[config.mk]
export PLATFORM = sky130hd
export DESIGN_NAME = dividend_reconstructor
export DESIGN_NICKNAME = d
export VERILOG_FILES = /design/src/rtl/dividend_reconstructor.sv
export SDC_FILE = /design/constraint.sdc
export NUM_CORES = 1
export LEC_CHECK = 0
export CAP_MARGIN = 20
export CORE_ASPECT_RATIO = 0.6
export CORE_UTILIZATION = 60
export CTS_BUF_LIST = sky130_fd_sc_hd__clkbuf_8
export DETAILED_ROUTE_END_ITERATION = 12
export PLACE_DENSITY = 0.84
export SLEW_MARGIN = 20
export SYNTH_ARGS = -nofsm -noshare
export SYNTH_HDL_FRONTEND = slang
export SYNTH_SLANG_ARGS = --single-unit
[constraint.sdc]
create_clock -name clk -period 3.6 [get_ports clk]
set_clock_uncertainty 0.05 [all_clocks]
set_input_delay 0.72 -clock clk [delete_from_list [all_inputs] [get_ports clk]]
set_output_delay 0.72 -clock clk [all_outputs]
set_load 0.05 [all_outputs]
[src/rtl/dividend_reconstructor.sv]
`default_nettype none
// ============================================================================
// Module      : dividend_reconstructor
// Description : Rebuilds dividend = quotient*divisor + remainder with a
//               16-step shift-add multiplier and a final remainder add.
// Revision    : 1.0 - initial release
// ============================================================================
module dividend_reconstructor (
    input  logic        clk,
    input  logic        reset,
    input  logic        valid_in,
    input  logic [31:0] quotient,
    input  logic [15:0] divisor,
    input  logic [15:0] remainder,
    output logic [31:0] result,
    output logic        overflow,
    output logic        valid_out,
    output logic        busy
);

    typedef enum logic [1:0] {
        S_IDLE = 2'd0,
        S_MUL  = 2'd1,
        S_FIX  = 2'd2
    } state_t;

    state_t      r_state;
    logic [47:0] r_acc;
    logic [47:0] r_mcand;
    logic [15:0] r_mplier;
    logic [15:0] r_rem;
    logic [3:0]  r_step;
    logic [31:0] r_result;
    logic        r_overflow;
    logic        r_valid_out;
    logic        r_busy;
    logic [47:0] w_sum;

    // A 32x16 product plus a 16-bit addend always fits in 48 bits.
    assign w_sum = r_acc + {32'b0, r_rem};

    always_ff @(posedge clk or negedge reset) begin
        if (!reset) begin
            r_state     <= S_IDLE;
            r_acc       <= 48'b0;
            r_mcand     <= 48'b0;
            r_mplier    <= 16'b0;
            r_rem       <= 16'b0;
            r_step      <= 4'b0;
            r_result    <= 32'b0;
            r_overflow  <= 1'b0;
            r_valid_out <= 1'b0;
            r_busy      <= 1'b0;
        end else begin
            r_valid_out <= 1'b0;
            case (r_state)
                S_IDLE: begin
                    if (valid_in) begin
                        r_mcand  <= {16'b0, quotient};
                        r_mplier <= divisor;
                        r_rem    <= remainder;
                        r_acc    <= 48'b0;
                        r_step   <= 4'b0;
                        r_busy   <= 1'b1;
                        r_state  <= S_MUL;
                    end
                end
                S_MUL: begin
                    if (r_mplier[0]) begin
                        r_acc <= r_acc + r_mcand;
                    end
                    r_mcand  <= {r_mcand[46:0], 1'b0};
                    r_mplier <= {1'b0, r_mplier[15:1]};
                    r_step   <= r_step + 4'd1;
                    if (r_step == 4'd15) begin
                        r_state <= S_FIX;
                    end
                end
                S_FIX: begin
                    r_result    <= w_sum[31:0];
                    r_overflow  <= |w_sum[47:32];
                    r_valid_out <= 1'b1;
                    r_busy      <= 1'b0;
                    r_state     <= S_IDLE;
                end
                default: begin
                    r_state <= S_IDLE;
                end
            endcase
        end
    end

    assign result    = r_result;
    assign overflow  = r_overflow;
    assign valid_out = r_valid_out;
    assign busy      = r_busy;

endmodule
`default_nettype wire

# Word-level counts from Yosys, hierarchy flattened

Index checks and enable logic that the tools add are counted.

Add/sub/neg operators: 3
Eq/ne operators: 6
Mux-type cells: 15
Reductions and logical operators: 9

Operators with widths:

| operator                                                              | number |
|---|---|
| 48-bit one-hot mux with 2 select lines                                | 2 |
| 48-bit two-way mux                                                    | 3 |
| 48-bit by 16-bit adder with 48-bit output                             | 1 |
| 48-bit adder                                                          | 1 |
| 16-bit one-hot mux with 2 select lines                                | 1 |
| 16-bit two-way mux                                                    | 1 |
| 16-bit OR reduction                                                   | 1 |
| 4-bit one-hot mux with 2 select lines                                 | 1 |
| 2-bit AND reduction                                                   | 4 |
| 2-bit inequality test, second input constant                          | 3 |
| 4-bit by 1-bit adder with 4-bit output, second input constant         | 1 |
| 4-bit equality test, second input constant                            | 1 |
| 2-bit two-way mux                                                     | 2 |
| 4-bit two-way mux                                                     | 1 |
| 2-bit one-hot mux with 2 select lines                                 | 1 |
| 2-bit nonzero test                                                    | 2 |
| 3-bit AND reduction                                                   | 1 |
| 2-bit by 1-bit equality test with 1-bit output, second input constant | 1 |
| 2-bit equality test, second input constant                            | 1 |
| 2-bit logical NOT                                                     | 1 |
| 1-bit two-way mux                                                     | 2 |
| 1-bit one-hot mux with 2 select lines                                 | 1 |

Flip-flop bits (word level): 169
Word-level logic and storage cells: 43

# Depth between registers and ports, before layout

Depth after elaboration: 3
Gate-level depth with buffers: 12
Mapped depth without buffers: 12

# Least setup slack after synthesis

Ideal clock, no wire load.

Kind: reg2reg
From: register r_acc[0]
To: register r_overflow, in the netlist overflow
Setup time: 0.133 ns
Arrival time: 2.840 ns
Slack: 0.577 ns
Cell stages (with the launch flop): 12
Buffers on the path: 0
Period minus slack after synthesis: 3.023 ns
Cell sequence: dfrtp_1 ha_1 fa_1 a211oi_1 o21bai_2 a31oi_4 o21ai_2 nand3_1 nor3b_1 or4b_1 nor4_1 a31oi_1

Cells in the longest elaborated chain, start to end: 2

Ends and longest elaborated chain:

| what                                      | line | source |
|---|---|---|
| start: declaration                        | 28   | `logic [47:0] r_acc;` |
| start signal: assignment                  | 70   | `r_acc <= r_acc + r_mcand;` |
| 48-bit by 16-bit adder with 48-bit output | 40   | `assign w_sum = r_acc + {32'b0, r_rem};` |
| 16-bit OR reduction                       | 81   | `r_overflow <= \|w_sum[47:32];` |
| end signal: assignment                    | 81   |  |
| end: declaration                          | 34   | `logic r_overflow;` |

No other way between the ends.
A chain may end at the register's enable or synchronous reset.

# Final worst setup path

From: register r_acc[0]
To: register r_acc[44]

Cells in the longest elaborated chain, start to end: 3

Ends and longest elaborated chain:

| what                                   | line | source |
|---|---|---|
| 48-bit adder                           | 70   |  |
| 48-bit two-way mux                     | 69   | `if (r_mplier[0]) begin` |
| 48-bit one-hot mux with 2 select lines | 56   | `case (r_state)` |

No other way between the ends. The select of a mux whose other input is x is not followed.

==> out/qor.csv <==
metric,value,unit
"commonest non-fill, non-tap cell in the layout",nand2_1,
dpl hpwl,22200,microns
Ys Warns,0,
Vias/cell,6.244,
cell area after synthesis,0.01077,sq mm
final worst-path cycle share,96.62,%
sequential-to-total area share from yosys stat,39.25,%
grt total ovfl,0,
Die Wd,175.0,microns
GRT Total Usage,33.53,%
CP arrival,3.80,ns
CP endpoint kind,register,
maximum level of the CTS H-tree,4,
DR pass1 iterations,5,
most frequent cells in the layout,"nand2_1, dfrtp_1, o21ai_0",
vias in the first global route,8742,
proportion of layout cells with a drive suffix above 1,7.610,%
CP cell instances,ha_1 > inv_1 > fa_1 > nor2b_1 > o2111ai_1 > a21boi_2 > a21o_1 > a41oi_2 > o211ai_1 > a311oi_2 > o31ai_2 > mux2_2,
via count,9584,
gpl congestion,1.018,
Worst setup SP type,register,
Worst IR Drop VDD,439.0,uV
Placed Instances,1502,
initial antenna violation count,0,
Starting Density,62.06,%
drt wl/cell,19.28,microns
Max Root-Sink Buffers,2,
final setup violation count,0,
Sink Count,169,
worst slew pin tran,0.9646,ns
headroom to the max-slew limit,35.69,%
status,"complete, no violations",
post-synthesis cell type count,72,
Post-CTS Hold Fix Bufs,0,
largest net degree at the start of global routing,109,
Setup CP Type,reg2reg,
Pwr Density,958.4,mW/mm^2
# rows,37,
fillers,1326,
total nets after synthesis,1326,
CP required,3.92,ns
post-layout min period,3.478,ns
register-to-register setup slack,0.12,ns
"slowest stage delay, CP",0.40,ns
Final Max Tran Viols,0,
CP max stage cell,dfrtp_1,
Non-Filler Instances,1535,
Detailed Route Iter0 Violations,1025,
worst min path class,in2async,
DR DRC count,0,
"FF+latch count, synth",169,
TritonCTS clock tree,done,
highest clock rate,287.5,MHz
syn_area_per_cell,9.031,sq um
IO Port Bufs,101,
ys async rst share,100.0,%
"Primary FF master, synth",dfrtp_1,
Min Hold Slack,0.1967,ns
Ports,102,
post-route ant nets,0,
routed wire length,29600,microns
Die Footprint,0.01851,sq mm
n_diodes,0,
Core Region,0.01736,sq mm
Clock Pin Slew Worst Setup and Hold Paths,0.09,ns
Final Worst Setup Slack,0.1217,ns
Die Y,105.8,microns
unrepaired setup endpoints after global routing,false,
fin nets,1421,
pre-CTS WS,0.1170,ns
final hold violations,0,
number of synthesized flops with an enable pin,0,
first-pass GRT wire length,47670,microns
Post-Syn Instances,1193,
clock root cell,clkbuf_8,
cell leakage power,5.680,nW
TritonCTS buffer count,17,
Worst Path Max Fanout,4,
TNS Setup,0,ns
max-cap violation count,0,
Syn-to-layout area delta,16.33,%
clk_lat worst skew,0.48,ns
## report_power, final
group | leakage, nW | switching, mW | internal, mW
sequential | 2.17 | 0.866 | 2.68
combinational | 3.31 | 4.25 | 2.87
clock | 0.202 | 0.713 | 0.627
## repair_timing
item,in CTS,in global routing
buffers inserted,0,1
resized for setup,0,2
setup endpoints to repair,0,2
## routing by layer
| metal | part of all wire, % | global-route usage [%] | up-vias |
|---|---|---|---|
| met2 | 36 | 41.87 | 488 |
| met1 | 50 | 54.31 | 4495 |
| met4 | 1.2 | 8.634 | 0 |
| met3 | 12 | 9.993 | 41 |
| met5 | 0 | 0 | - |
| li1 | - | - | 4560 |
## cell usage after synthesis, types with 6 or more instances
master      n  area [sq um]
nand2_1   178         668.1
dfrtp_1   169          4229
o21ai_0   148         740.7
a21oi_1    66         330.3
ha_1       64         800.8
nor2_1     56         210.2
clkbuf_1   46         172.7
mux2i_1    46         460.4
a21o_1     40         300.3
xor2_1     37         324.1
xnor2_1    35         306.5
nand4_1    27         168.9
a22o_1     20         175.2
inv_1      20         75.07
nand3_1    20         100.1
mux2_2     17         191.4
nor3_1     15         75.07
a211oi_1   13         97.59
nor2b_1    12         75.07
o211ai_1   12         90.09
a31oi_1    11         68.82
nand2b_1   10         62.56
o21bai_1    9         67.56
and3_1      8         50.05
buf_1       7         26.28
nor4_1      7         43.79
and2_1      6         37.54
## kinds of logic after synthesis
group,after synthesis,share of synthesized area (%)
compound gates,384,22.76
simple gates,364,15.64
flops,169,39.25
buf+inv,75,2.636
xor+xnor,72,5.853
fa+ha+maj,66,7.804
mux,63,6.050
## stage by stage
step	instance area (sq um)	util, %	power, mW
after floorplan	10770	-	8.388
after global placement	12140	69.91	10.25
after detailed placement	12140	69.91	10.46
after CTS	12520	72.10	11.82
after global routing	12530	72.19	12.85
final	12530	72.19	12.01
## final timing paths
check                                       startpoint                      to  cells after the start
worst max-delay path              r_acc[0]$_DFFE_PN0P_   r_acc[44]$_DFFE_PN0P_                     12
min in group clk                result[31]$_DFFE_PN0P_  result[31]$_DFFE_PN0P_                      2
worst min register to register  result[31]$_DFFE_PN0P_  result[31]$_DFFE_PN0P_                      2
worst max register to register    r_acc[0]$_DFFE_PN0P_   r_acc[44]$_DFFE_PN0P_                     12
worst min-delay path                             reset   result[9]$_DFFE_PN0P_                      1
max in group asynchronous                        reset    r_acc[3]$_DFFE_PN0P_                      2
## state kept, by name (all words and copies together), names as in the netlist, 2 cells and up
signal,cells
r_step,4
r_mcand,48
result,32
r_rem,16
r_acc,48
r_state,2
r_mplier,16
## critical path, delay by kind of cell (launching register included)
family | cells | cell delay (ns)
fa+ha+maj | 2 | 0.60
buf+inv | 1 | 0.07
mux | 1 | 0.37
flops | 1 | 0.40
simple gates | 1 | 0.20
compound gates | 7 | 1.69
## final cells by class
cell class	instances	area [sq um]	area share (%)
multi-input cells	949	6294	50.21
flip-flops and latches	169	4229	33.74
repair buffers	131	1262	10.07
clock buffers	22	302.8	2.416
well taps	234	292.8	2.336
clock inverters	10	77.57	0.6189
inverters	20	75.07	0.5990
(Power assumes the default switching activity.)
